<file path="config.mk">
export PLATFORM = sky130hd
export DESIGN_NAME = cache_controller_flat
export DESIGN_NICKNAME = d
export VERILOG_FILES = /design/src/rtl/cache_controller_pkg.sv /design/src/rtl/cache_controller_if.sv /design/src/rtl/cache_controller_sat_counter.sv /design/src/rtl/cache_controller.sv /design/src/flat_wrapper.sv
export SDC_FILE = /design/constraint.sdc
export NUM_CORES = 1
export LEC_CHECK = 0
export BUFFER_PORTS_ARGS = -buffer_cell sky130_fd_sc_hd__buf_2
export CAP_MARGIN = 0
export CELL_PAD_IN_SITES_DETAIL_PLACEMENT = 0
export CELL_PAD_IN_SITES_GLOBAL_PLACEMENT = 2
export CORE_MARGIN = 2
export CORE_UTILIZATION = 26
export CTS_BUF_LIST = sky130_fd_sc_hd__clkbuf_4 sky130_fd_sc_hd__clkbuf_8
export CTS_CLUSTER_SIZE = 28
export DETAILED_ROUTE_END_ITERATION = 16
export PLACE_DENSITY = 0.81
export SLEW_MARGIN = 15
export SYNTH_ARGS = -nofsm -noshare
export SYNTH_HDL_FRONTEND = slang
export SYNTH_SLANG_ARGS = --single-unit
</file>
<file path="constraint.sdc">
create_clock -name clk -period 2.33 [get_ports clk]
set_clock_uncertainty 0.1 [all_clocks]
set_input_delay 0.3495 -clock clk [delete_from_list [all_inputs] [get_ports clk]]
set_output_delay 0.3495 -clock clk [all_outputs]
set_load 0.005 [all_outputs]
</file>
<file path="src/rtl/cache_controller_pkg.sv">
// Shared definitions for the cache controller: address field bounds, default
// widths and the controller state encoding.
package cache_controller_pkg;

    localparam int LEN_ADR_DEF = 15;
    localparam int CNT_W_DEF   = 16;

    // Word-address fields: tag | index | word select
    localparam int TAG_HI = 14;
    localparam int TAG_LO = 12;
    localparam int IDX_HI = 11;
    localparam int IDX_LO = 2;
    localparam int WRD_HI = 1;
    localparam int WRD_LO = 0;

    typedef enum logic [2:0] {
        ST_IDLE   = 3'd0,
        ST_LOOKUP = 3'd1,
        ST_FETCH  = 3'd2,
        ST_FILL   = 3'd3,
        ST_DONE   = 3'd4
    } state_t;

endpackage

</file>
<file path="src/rtl/cache_controller_if.sv">
// Control/address bundle between the cache controller, the CPU, the cache
// array and main memory.
//   master : environment side (drives cpu_req, cpu_adr, cache_hit, mem_ready)
//   slave  : controller side (drives cpu_ready, busy, cache_adr, cache_write,
//            mem_read, mem_adr)
interface cache_controller_if
    import cache_controller_pkg::*;
#(
    parameter int LEN_ADR = LEN_ADR_DEF
);
    logic               cpu_req;
    logic [LEN_ADR-1:0] cpu_adr;
    logic               cpu_ready;
    logic               busy;
    logic [LEN_ADR-1:0] cache_adr;
    logic               cache_write;
    logic               cache_hit;
    logic               mem_read;
    logic [LEN_ADR-3:0] mem_adr;
    logic               mem_ready;

    modport master (
        output cpu_req, cpu_adr, cache_hit, mem_ready,
        input  cpu_ready, busy, cache_adr, cache_write, mem_read, mem_adr
    );

    modport slave (
        input  cpu_req, cpu_adr, cache_hit, mem_ready,
        output cpu_ready, busy, cache_adr, cache_write, mem_read, mem_adr
    );

endinterface

</file>
<file path="src/rtl/cache_controller_sat_counter.sv">
// Saturating event counter: counts inc pulses, holds at all-ones.
//   clk   : clock
//   rst   : synchronous active-low reset, clears the count
//   inc   : count one event this cycle
//   count : current value
module sat_counter #(
    parameter int CNT_W = 16
) (
    input  logic             clk,
    input  logic             rst,
    input  logic             inc,
    output logic [CNT_W-1:0] count
);

    logic [CNT_W-1:0] count_q;
    logic [CNT_W-1:0] count_d;

    always_comb begin
        count_d = count_q;
        if (inc && (count_q != '1)) begin
            count_d = count_q + 1'b1;
        end
    end

    always_ff @(posedge clk) begin
        if (!rst) begin
            count_q <= '0;
        end else begin
            count_q <= count_d;
        end
    end

    assign count = count_q;

endmodule

</file>
<file path="src/rtl/cache_controller.sv">
// Read-miss controller for a direct-mapped cache. Latches a CPU request,
// checks the cache, fetches the block from memory on a miss, fills the cache
// and signals the CPU. Data never passes through here, only control/addresses.
//   clk        : clock
//   rst        : synchronous active-low reset
//   bus        : slave side of cache_controller_if
//   hit_count  : completed hits (saturating)
//   miss_count : completed misses (saturating)
//
// state  | meaning
// IDLE   | waiting for cpu_req, latch address
// LOOKUP | cache_hit evaluated for the latched address
// FETCH  | mem_read held until mem_ready
// FILL   | one-cycle cache_write of the returned block
// DONE   | one-cycle cpu_ready
module cache_controller
    import cache_controller_pkg::*;
#(
    parameter int LEN_ADR = LEN_ADR_DEF,
    parameter int CNT_W   = CNT_W_DEF
) (
    input  logic             clk,
    input  logic             rst,
    cache_controller_if.slave bus,
    output logic [CNT_W-1:0] hit_count,
    output logic [CNT_W-1:0] miss_count
);

    state_t             state_q, state_d;
    logic [LEN_ADR-1:0] adr_q, adr_d;
    logic               cpu_ready_q, cpu_ready_d;
    logic               busy_q, busy_d;
    logic               cache_write_q, cache_write_d;
    logic               mem_read_q, mem_read_d;
    logic               hit_inc;
    logic               miss_inc;

    always_comb begin
        state_d  = state_q;
        adr_d    = adr_q;
        hit_inc  = 1'b0;
        miss_inc = 1'b0;
        case (state_q)
            ST_IDLE: begin
                if (bus.cpu_req) begin
                    adr_d   = bus.cpu_adr;
                    state_d = ST_LOOKUP;
                end
            end
            ST_LOOKUP: begin
                if (bus.cache_hit) begin
                    hit_inc = 1'b1;
                    state_d = ST_DONE;
                end else begin
                    miss_inc = 1'b1;
                    state_d  = ST_FETCH;
                end
            end
            ST_FETCH: begin
                if (bus.mem_ready) begin
                    state_d = ST_FILL;
                end
            end
            ST_FILL:  state_d = ST_DONE;
            ST_DONE:  state_d = ST_IDLE;
            default:  state_d = ST_IDLE;
        endcase

        // Outputs are decoded from the next state and registered, so each is
        // a clean flop that is high exactly while the FSM sits in its state.
        cpu_ready_d   = (state_d == ST_DONE);
        busy_d        = (state_d != ST_IDLE);
        cache_write_d = (state_d == ST_FILL);
        mem_read_d    = (state_d == ST_FETCH);
    end

    always_ff @(posedge clk) begin
        if (!rst) begin
            state_q       <= ST_IDLE;
            adr_q         <= '0;
            cpu_ready_q   <= 1'b0;
            busy_q        <= 1'b0;
            cache_write_q <= 1'b0;
            mem_read_q    <= 1'b0;
        end else begin
            state_q       <= state_d;
            adr_q         <= adr_d;
            cpu_ready_q   <= cpu_ready_d;
            busy_q        <= busy_d;
            cache_write_q <= cache_write_d;
            mem_read_q    <= mem_read_d;
        end
    end

    assign bus.cpu_ready   = cpu_ready_q;
    assign bus.busy        = busy_q;
    assign bus.cache_write = cache_write_q;
    assign bus.mem_read    = mem_read_q;
    assign bus.cache_adr   = adr_q;
    assign bus.mem_adr     = adr_q[LEN_ADR-1:IDX_LO];

    sat_counter #(.CNT_W(CNT_W)) u_hit_cnt (
        .clk   (clk),
        .rst   (rst),
        .inc   (hit_inc),
        .count (hit_count)
    );

    sat_counter #(.CNT_W(CNT_W)) u_miss_cnt (
        .clk   (clk),
        .rst   (rst),
        .inc   (miss_inc),
        .count (miss_count)
    );

endmodule

</file>
<file path="src/flat_wrapper.sv">
// flat-port wrapper written by rule: the top's interface ports become plain ports
module cache_controller_flat import cache_controller_pkg::*;
#(
    parameter int LEN_ADR = LEN_ADR_DEF,
    parameter int CNT_W   = CNT_W_DEF
)
  (clk, rst, hit_count, miss_count, bus_cpu_req, bus_cpu_adr, bus_cache_hit, bus_mem_ready, bus_cpu_ready, bus_busy, bus_cache_adr, bus_cache_write, bus_mem_read, bus_mem_adr);
  cache_controller_if #(.LEN_ADR(LEN_ADR)) bus_i ();
  input  logic clk;
  input  logic rst;
  output logic [CNT_W-1:0] hit_count;
  output logic [CNT_W-1:0] miss_count;
  input wire logic [$bits(bus_i.cpu_req)-1:0] bus_cpu_req;
  input wire logic [$bits(bus_i.cpu_adr)-1:0] bus_cpu_adr;
  input wire logic [$bits(bus_i.cache_hit)-1:0] bus_cache_hit;
  input wire logic [$bits(bus_i.mem_ready)-1:0] bus_mem_ready;
  output wire logic [$bits(bus_i.cpu_ready)-1:0] bus_cpu_ready;
  output wire logic [$bits(bus_i.busy)-1:0] bus_busy;
  output wire logic [$bits(bus_i.cache_adr)-1:0] bus_cache_adr;
  output wire logic [$bits(bus_i.cache_write)-1:0] bus_cache_write;
  output wire logic [$bits(bus_i.mem_read)-1:0] bus_mem_read;
  output wire logic [$bits(bus_i.mem_adr)-1:0] bus_mem_adr;
  assign bus_i.cpu_req = bus_cpu_req;
  assign bus_i.cpu_adr = bus_cpu_adr;
  assign bus_i.cache_hit = bus_cache_hit;
  assign bus_i.mem_ready = bus_mem_ready;
  assign bus_cpu_ready = bus_i.cpu_ready;
  assign bus_busy = bus_i.busy;
  assign bus_cache_adr = bus_i.cache_adr;
  assign bus_cache_write = bus_i.cache_write;
  assign bus_mem_read = bus_i.mem_read;
  assign bus_mem_adr = bus_i.mem_adr;
  cache_controller #(.LEN_ADR(LEN_ADR), .CNT_W(CNT_W)) u_core (.clk(clk), .rst(rst), .bus(bus_i), .hit_count(hit_count), .miss_count(miss_count));
endmodule
</file>
# After elaboration in Yosys (flattened, before gate mapping)
# Cells that the tools add are included.
# W data, S select, Z words.
[op_classes]
reduce_logical = 5
n_addsub = 2
mux = 8
n_eq_ne = 8
[op_table]
columns = ["cell", "count"]
rows = [
  ["$add A16 B1 Y16 const B", 2],
  ["$ne A16 B16 Y1 const B", 2],
  ["$eq A3 B2 Y1 const B", 4],
  ["$pmux W3 S4", 1],
  ["$mux W3", 3],
  ["$mux W1", 4],
  ["$eq A3 B1 Y1 const B", 1],
  ["$eq A3 B3 Y1 const B", 1],
  ["$logic_not A3 Y1", 1],
  ["$reduce_bool A3 Y1", 1],
  ["$logic_and A1 B1 Y1", 2],
  ["$reduce_and A2 Y1", 1],
]
[word_totals]
elab_cells = 31
register_bits = 54
inputBits = 20
output_inout_bits = 64

# Depth between registers and ports, before layout
# Gate-level depths: netlist of run 1.
[logic_depth]
depth_word = 3
ltp_mapped = 7
depth_no_buf = 5

# By module
# Synthesis of run 1 repeated with hierarchy kept, for this count alone.
[unflattened]
cells_unflattened = 298
hier_area_um2 = 2671.3
[by_module_without_submodules]
columns = ["module", "seq_area_each_um2", "instances", "cells_each", "area_per_inst_um2"]
rows = [
  ["sat_counter", 320.3, 2, 97, 837.1],
  ["cache_controller", 440.4, 1, 104, 997.2],
]

# Worst setup path after synthesis of run 1
# Ideal clock, no wire load.
[synth_timing]
path_kind = "register -> register"
startpoint = "register u_core.state_q[1]"
endpoint = "register u_core.u_miss_cnt.count_q[11], in the netlist u_core.u_miss_cnt.count[11]"
n_path_buf = 3
setup_time_ns = 0.070
synth_period_minus_slack_ns = 2.320
setup_slack_ns = 0.010
t_arrival_ns = 2.150
stages_incl_launch_ff = 8
required_ns = 2.160
cell_sequence = "dfxtp_1 -> buf_6 -> or4b_1 -> buf_2 -> or3_4 -> buf_6 -> or4_1 -> a21oi_1"
[synth_via]
elab_chain_len = 3
[synth_rtl]
columns = ["element", "line_no", "text"]
rows = [
  ["from (decl)", "cache_controller.sv:29", "state_t state_q, state_d;"],
  ["from (signal assigned)", "cache_controller.sv:86", "state_q <= state_d;"],
  ["$eq A3 B1 Y1", "cache_controller.sv:43", "case (state_q)"],
  ["$mux W1", "cache_controller.sv:43", ""],
  ["$logic_and A1 B1 Y1", "cache_controller_sat_counter.sv:20", "if (inc && (count_q != '1)) begin"],
  ["to (signal assigned)", "cache_controller_sat_counter.sv:29", "count_q <= count_d;"],
  ["to (decl)", "cache_controller_sat_counter.sv:15", "logic [CNT_W-1:0] count_q;"],
]
# Every way passes these cells.
# A chain may end at the register's enable or synchronous reset.

# Worst setup path in the final report of run 1
[layout_timing]
startpoint = "register u_core.state_q[0]"
endpoint = "register u_core.u_miss_cnt.count_q[9], in the netlist u_core.u_miss_cnt.count[9]"
# Same word-level chain as after synthesis.

==> results of run 1 <==
-- cell families after synthesis --
family	Yosys count	synth area share
simple gates	134	0.2970
compound gates	65	0.1482
flops	54	0.4284
buf+inv	37	0.08131
mux	8	0.03173
fa+ha+maj	2	0.009914
xor+xnor	1	0.003471
-- synth_stat cells (4+ instances only) --
library cell and number:
dfxtp_1 54, nand2_1 42, a21oi_1 37, or4_1 14, buf_4 13, o31ai_1 13, clkbuf_1 12, nand3_1 11
nand4_1 10, o21ai_0 10, mux2i_1 8, nor2_1 8, inv_1 7, nand2b_1 7, nor4_1 7, or3_1 7
nor3_1 6, and3_1 4, and4_1 4
-- routing by layer --
| metal | wire length (um) | track usage | vias to the layer above |
|---|---|---|---|
| met5 | 0 | 0 | - |
| met4 | 48 | 0.03077 | 0 |
| li1 | - | - | 1242 |
| met1 | 3085 | 0.1685 | 1148 |
| met3 | 275 | 0.02508 | 5 |
| met2 | 3251 | 0.2142 | 45 |
-- area by class of cell --
type | instances | area (sq um) | share of cell area
clock buffer | 6 | 76.32 | 0.02402
clock inverter | 2 | 37.54 | 0.01181
inverter | 8 | 30.03 | 0.009449
multi-input combinational | 210 | 1256 | 0.3953
sequential | 54 | 1081 | 0.3402
tap | 129 | 161.4 | 0.05079
timing repair buffer | 99 | 535.5 | 0.1685
-- state kept, by name (all words and copies together) (netlist names) --
register	count
u_core.bus.busy	1
u_core.bus.cache_adr	15
u_core.bus.cache_write	1
u_core.bus.cpu_ready	1
u_core.bus.mem_read	1
u_core.state_q	3
u_core.u_hit_cnt.count	16
u_core.u_miss_cnt.count	16
-- power groups by stage --
stage	Clock [mW]	Combinational, mW	Sequential, mW
6_report	0.646	0.164	0.966
5_1_grt	0.712	0.187	0.971
4_1_cts	0.679	0.169	0.967
3_5_place_dp	0	0.169	0.988
3_3_place_gp	0	0.168	0.987
2_1_floorplan	0	0.101	0.989
-- path summary, 6_finish.rpt --
check | from | end | slack [ns]
max | u_core.state_q[0]$_SDFF_PN0_ | u_core.u_miss_cnt.count[9]$_SDFFE_PN0P_ | 0.16
max reg2reg | u_core.state_q[0]$_SDFF_PN0_ | u_core.u_miss_cnt.count[9]$_SDFFE_PN0P_ | 0.16
min | bus_cpu_adr[3] | u_core.bus.cache_adr[3]$_SDFFE_PN0P_ | 0.17
min reg2reg | u_core.bus.cache_adr[0]$_SDFFE_PN0P_ | u_core.bus.cache_adr[0]$_SDFFE_PN0P_ | 0.36
-- metrics by stage --
stage,cell area (sq um),worst slack (ns),utilization,power [mW]
floorplan,2524,0.009709,-,1.090
global placement,3058,0.08884,0.3278,1.155
detailed placement,3058,0.06475,0.3278,1.157
CTS,3172,0.1463,0.3400,1.815
global route,3178,0.03570,0.3407,1.870
finish,3178,0.1640,0.3407,1.776
-- worst max-delay path: stages, from the launching register on --
cell and delay [ns]:
dfxtp_1 0.42, or4b_1 0.48, or3_4 0.45, or4_1 0.52, a21oi_1 0.15
==> results.toml, run 1 <==
[cts]
cts.reportedPaths.clkPinSlew_ns = 0.11
clockRootBuffer = "clkbuf_8"
tritoncts = "yes"
cts_hold_buf = 0
cts_buffer_depth = 2
cts_resized = 0
clk-insertion-delay-late_ns = 0.31
cts_setup_buffers = 0
htreeDepth = 2
cts_buffers = 5
clock-sinks = 54

[sta]
relSlewSlack = 0.6162
hold_viol_final = 0
whs_ns = 0.1725
timing.fmax_mhz = 461.7
slew_viol_final = 0
setup_tns_ns = 0
fin_crit_ns = 2.166
setup_violations = 0
rsz0062_at_grt = "no"
finalCritPeriodShare = 0.9296
max_slew.worst_pin.slew_ns = 0.5713

[outcome]
status = "finished, final reports clean"

[power_and_ir_drop]
power.share.clock = 0.364
p_comb_frac = 0.093
p_sw_uw = 419.8
p_int_mw = 1.357
peakVddDrop_v = 0.0002280
power_density_nw_per_um2 = 559.0
switching_share = 0.2363
p_seq_frac = 0.544
power_leakage_nw = 1.289

[drt]
dr.pass1.iters = 4
drc = 0
first_iter_violations = 102
drt_wl_total_um = 6661
ant_nets = 0
num_vias = 2440
vias_per_cell = 4.803
wire_per_inst_um = 13.11

[floorplan]
start_util = 0.2706
coreArea_sq_um = 9328
die_w_um = 102.5
num_io_pins = 84
die_h_um = 102.5
die-area_sq_um = 10510
rows = 35

[worst_setup_path]
arrival_ns = 2.31
cp.required_ns = 2.48
worstSetupPathType = "reg2reg"
crit_fanout = 12
end_kind = "flip-flop"
reg2reg_depth = 4
startpoint_type = "flip-flop"

[cells_and_area]
fin_cells = 508
fin_nets = 400
layout-drive-gt1-share = 0.3061
area_growth_pct = 25.93
mostFrequentLayoutCell = "buf_2"
final_cell_mix = "83 x buf_2, 54 x dfxtp_1, 42 x nand2_1"
fill_cells = 991
diodes = 0

[logic_synthesis]
synth_cell_types = 39
synth_top_area_share = 0.4284
ys_seq_elements = 54
ys.flop_type = "dfxtp_1"
synthesis.nets = 323
synth_edf_count = 0
ys_seq_area_frac = 0.4284
yosys_warnings = 0
synth_area_sq_um = 2524
netlist_instances = 301
synth_area_leaders = "dfxtp_1 43%, a21oi_1 7.3%, nand2_1 6.2%"
syn_area_per_cell_sq_um = 8.384
synth_area_leader_cell = "dfxtp_1"
ys_async_sr_fraction = 0

[place]
gp_congestion = 0.7829
dp_hpwl_um = 5026
place_inst = 500
portBuffers = 83

[global_routing]
grt.overflow.total = 0
grt_max_degree = 28
grt_pass1_wl_um = 10750
antenna_found_initial = 0
grt_pass1_vias = 2219
grt_use_total = 0.1274

[worst_hold_path]
min_path_type = "in2reg"
worst_hold_path.num_cells = 3

[job]
maxCapViolations = 0
Power figures use the tool's default switching activity.
==> inputs of run 2 (changes only) <==
CORE_MARGIN = default   (was 2)
==> run 2 against run 1 <==
Against the previous run: die area down 3.9%; core utilization shrank 0.40 points; combinational power barely moved; sequential share of layout area is 0.41 points higher; critical path type unchanged; largest power group unchanged; routed wire length decreased by 3.2%; non-clock buffer count shrank 5; first-iteration DRC count decreased by 30%; global-route usage is 0.50 points higher; cell count fell by 0.98%.
==> results.toml, run 2 (synthesized netlist as in run 1, its figures left out) <==
[power_and_ir_drop]
power_leakage_nw = 1.261
p_comb_frac = 0.093
p_sw_uw = 421.1
p_seq_frac = 0.543
switching_share = 0.2369
p_int_mw = 1.357
peakVddDrop_v = 0.0002017
power.share.clock = 0.365
p_total_mw = 1.778
power_density_nw_per_um2 = 566.1

[sta]
timing.fmax_mhz = 468.0
rsz0062_at_grt = "no"
finalCritPeriodShare = 0.9171
hold_viol_final = 0
slew_viol_final = 0
whs_ns = 0.1769
setup_violations = 0
fin_crit_ns = 2.137
relSlewSlack = 0.5970
max_slew.worst_pin.slew_ns = 0.5999
setup_tns_ns = 0

[place]
portBuffers = 83
place_inst = 495
gp_congestion = 0.7834
dp_hpwl_um = 4803

[drt]
first_iter_violations = 71
num_vias = 2439
wire_per_inst_um = 12.82
ant_nets = 0
dr.pass1.iters = 4
vias_per_cell = 4.849
drc = 0
drt_wl_total_um = 6448

[worst_setup_path]
worstSetupPathType = "reg2reg"
crit_fanout = 12
r2r_setup_slack_ns = 0.19
arrival_ns = 2.28
cp.required_ns = 2.48
startpoint_type = "flip-flop"
end_kind = "flip-flop"

[cts]
tritoncts = "yes"
clk-insertion-delay-late_ns = 0.30
htreeDepth = 2
cts_buffers = 5
clock-sinks = 54
clockRootBuffer = "clkbuf_8"
cts.reportedPaths.clkPinSlew_ns = 0.11
cts_buffer_depth = 2

[cells_and_area]
area_growth_pct = 24.44
fin_cells = 503
fin_nets = 395
diodes = 0
final_cell_mix = "83 x buf_2, 54 x dfxtp_1, 42 x nand2_1"
mostFrequentLayoutCell = "buf_2"
layout-drive-gt1-share = 0.2968
fill_cells = 1004

[floorplan]
die-area_sq_um = 10100
num_io_pins = 84
die_h_um = 100.5
die_w_um = 100.5
start_util = 0.2706
coreArea_sq_um = 9328
rows = 35

[worst_hold_path]
min_path_type = "in2reg"

[global_routing]
grt_pass1_vias = 2201
grt_max_degree = 24
grt.overflow.total = 0
grt_pass1_wl_um = 10680
grt_use_total = 0.1324
antenna_found_initial = 0

[job]
maxCapViolations = 0

[outcome]
status = "finished, final reports clean"
run 2: power groups by stage:
stage          sequential, mW  clock [mW]  combinational, mW
3_5_place_dp            0.987           0              0.168
4_1_cts                 0.966       0.678              0.168
5_1_grt                 0.969       0.708              0.186
3_3_place_gp            0.985           0              0.167
6_report                0.965       0.649              0.164
2_1_floorplan           0.989           0              0.101
run 2: worst paths after layout:
check                                                          start                                  endpoint  cells after the start
worst max-delay path                    u_core.state_q[1]$_SDFF_PN0_  u_core.u_miss_cnt.count[15]$_SDFFE_PN0P_                      4
worst min-delay path                                  bus_cpu_adr[9]      u_core.bus.cache_adr[9]$_SDFFE_PN0P_                      3
worst max register to register          u_core.state_q[1]$_SDFF_PN0_  u_core.u_miss_cnt.count[15]$_SDFFE_PN0P_                      4
worst min register to register  u_core.bus.cache_adr[0]$_SDFFE_PN0P_      u_core.bus.cache_adr[0]$_SDFFE_PN0P_                      2
run 2: critical path, cell delays in order, from the launching register on:
cell and delay [ns]:
dfxtp_1 0.32, or4b_1 0.55, or3_4 0.45, or4_1 0.51, a21oi_1 0.15
run 2: timing repair:
| item | CTS | global route |
|---|---|---|
| setup endpoints to repair | 0 | 1 |
| gates resized for setup | 0 | 1 |
| endpoints found under the hold margin | 0 | 0 |
| hold buffers | 0 | 0 |
| setup buffers | 0 | 0 |
run 2: stage by stage:
| stage | cell area, sq um | setup WS (ns) | utilization |
|---|---|---|---|
| after floorplan | 2524 | 0.009709 | - |
| after global placement | 3020 | 0.1052 | 0.3238 |
| after detailed placement | 3020 | 0.06488 | 0.3238 |
| after CTS | 3134 | 0.1781 | 0.3360 |
| after global routing | 3141 | 0.07895 | 0.3367 |
| final | 3141 | 0.1931 | 0.3367 |
run 2: routing by layer:
metal  up-vias  GRT usage  share of wire
met5         -          0              0
met4         0    0.03344         0.0048
met3         2    0.02497          0.036
met2        51     0.2229           0.49
met1      1151     0.1742           0.47
li1       1235          -              -
run 2: cell type report:
type / count / area [sq um] / area share
clock buffers: 6 / 76.32 / 0.02430
well taps: 129 / 161.4 / 0.05139
flip-flops and latches: 54 / 1081 / 0.3442
multi-input cells: 210 / 1256 / 0.4000
clock inverters: 2 / 37.54 / 0.01195
inverters: 8 / 30.03 / 0.009562
repair buffers: 94 / 498.0 / 0.1586
==> inputs of run 3 (changes only) <==
CORE_UTILIZATION = 25   (was 26)
CTS_BUF_LIST = default   (was sky130_fd_sc_hd__clkbuf_4 sky130_fd_sc_hd__clkbuf_8)
PLACE_DENSITY = 0.78   (was 0.81)
==> run 3 against run 2 <==
Against the previous run: routed wire length is 3.4% higher; sequential power hardly changed; critical path depth stayed put; non-clock buffer count is 1 higher; sequential share of layout area hardly changed; largest cell class unchanged; largest power group unchanged.
==> results.toml, run 3 (synthesized netlist as in run 1, its figures left out) <==
[cells_and_area]
final_cell_mix = "83 x buf_2, 54 x dfxtp_1, 42 x nand2_1"
fin_nets = 396
diodes = 0
layout-drive-gt1-share = 0.2960
utilization = 0.3214
fill_cells = 1084
mostFrequentLayoutCell = "buf_2"
area_growth_pct = 24.49

[worst_setup_path]
regToRegStartpoint = "u_core.state_q[0]$_SDFF_PN0_"
end_kind = "flip-flop"
crit_fanout = 12
startpoint_type = "flip-flop"
worst_path_max_delay_cell = "or4_1"
critPathLaunch = "u_core.state_q[0]$_SDFF_PN0_"
crit_chain = "or4b_1 -> or3_4 -> or4_1 -> a21oi_1"
max_stage_delay_ns = 0.51
arrival_ns = 2.32
worstSetupPathType = "reg2reg"
cp.required_ns = 2.48

[sta]
relSlewSlack = 0.6428
setup_violations = 0
max_slew.worst_pin.slew_ns = 0.5317
fin_crit_ns = 2.166
rsz0062_at_grt = "no"
slew_viol_final = 0
setup_tns_ns = 0
finalCritPeriodShare = 0.9297
timing.fmax_mhz = 461.7
hold_viol_final = 0

[floorplan]
die_h_um = 102.5
start_util = 0.2582
die-area_sq_um = 10500
die_w_um = 102.5
coreArea_sq_um = 9774
rows = 36
num_io_pins = 84

[cts]
cts.reportedPaths.clkPinSlew_ns = 0.10
clock-sinks = 54
htreeDepth = 2
cts_buffer_depth = 2
cts_resized = 0
cts_setup_buffers = 0
cts_buffers = 5
tritoncts = "yes"
cts_hold_buf = 0
clockRootBuffer = "clkbuf_8"
clk-insertion-delay-late_ns = 0.31

[global_routing]
grt_max_degree = 25
antenna_found_initial = 0
grt_pass1_vias = 2172
grt.overflow.total = 0
grt_pass1_wl_um = 10470
grt_use_total = 0.1275

[drt]
dr.pass1.iters = 4
drc = 0
ant_nets = 0
first_iter_violations = 79
num_vias = 2446
vias_per_cell = 4.815
drt_wl_total_um = 6668
wire_per_inst_um = 13.13

[power_and_ir_drop]
power_leakage_nw = 1.268
peakVddDrop_v = 0.0002426
power_density_nw_per_um2 = 561.7

[place]
dp_hpwl_um = 4867
portBuffers = 83
gp_congestion = 0.7282

[job]
maxCapViolations = 0

[outcome]
status = "finished, final reports clean"

[worst_hold_path]
min_path_type = "in2reg"
min-delay-start = "bus_cpu_adr[14]"
[run 3: where the power goes]
part	total (mW)	internal [mW]	switching, mW
Combinational	0.166	0.0744	0.0915
Clock	0.634	0.317	0.317
Sequential	0.965	0.949	0.0164
[run 3: cell type report]
cell class                 count  area [sq um]  area share
timing repair buffer          95         505.5      0.1609
inverter                       8         30.03    0.009558
multi-input combinational    210          1250      0.3979
clock inverter                 3         40.04     0.01274
sequential                    54          1081      0.3441
clock buffer                   5         68.82     0.02190
tap                          133         166.4     0.05297
[run 3: through the flow]
stage / cell area, sq um / hold WS (ns) / power (mW) / worst slack (ns) / std cells
2_1_floorplan: 2524 / 0.3527 / 1.090 / 0.009709 / 301
3_3_place_gp: 3033 / 0.3395 / 1.153 / 0.09460 / 500
3_5_place_dp: 3033 / 0.3503 / 1.156 / 0.07944 / 500
4_1_cts: 3142 / 0.1599 / 1.795 / 0.1447 / 508
5_1_grt: 3142 / 0.1663 / 1.857 / 0.01502 / 508
6_report: 3142 / 0.1703 / 1.765 / 0.1639 / 508
[run 3: metal layers]
layer,up-vias,part of all wire,track usage
met5,-,0,0
met4,0,0.0075,0.03297
met3,4,0.046,0.02873
met2,52,0.46,0.2169
met1,1155,0.48,0.1619
li1,1235,-,-
[run 3: critical path, delay by kind of cell, from the launching register on]
kind             cells  cell delay [ns]
AO/OA/AOI/OAI        1             0.14
flip-flops           1             0.42
AND/OR/NAND/NOR      3             1.45
[run 3: worst paths after layout]
check                                                 end  slack, ns  depth (start not counted)
setup reg to reg  u_core.u_miss_cnt.count[9]$_SDFFE_PN0P_       0.16                          4
hold / removal      u_core.bus.cache_adr[14]$_SDFFE_PN0P_       0.17                          3
setup / recovery  u_core.u_miss_cnt.count[9]$_SDFFE_PN0P_       0.16                          4
hold reg to reg      u_core.bus.cache_adr[1]$_SDFFE_PN0P_       0.36                          2
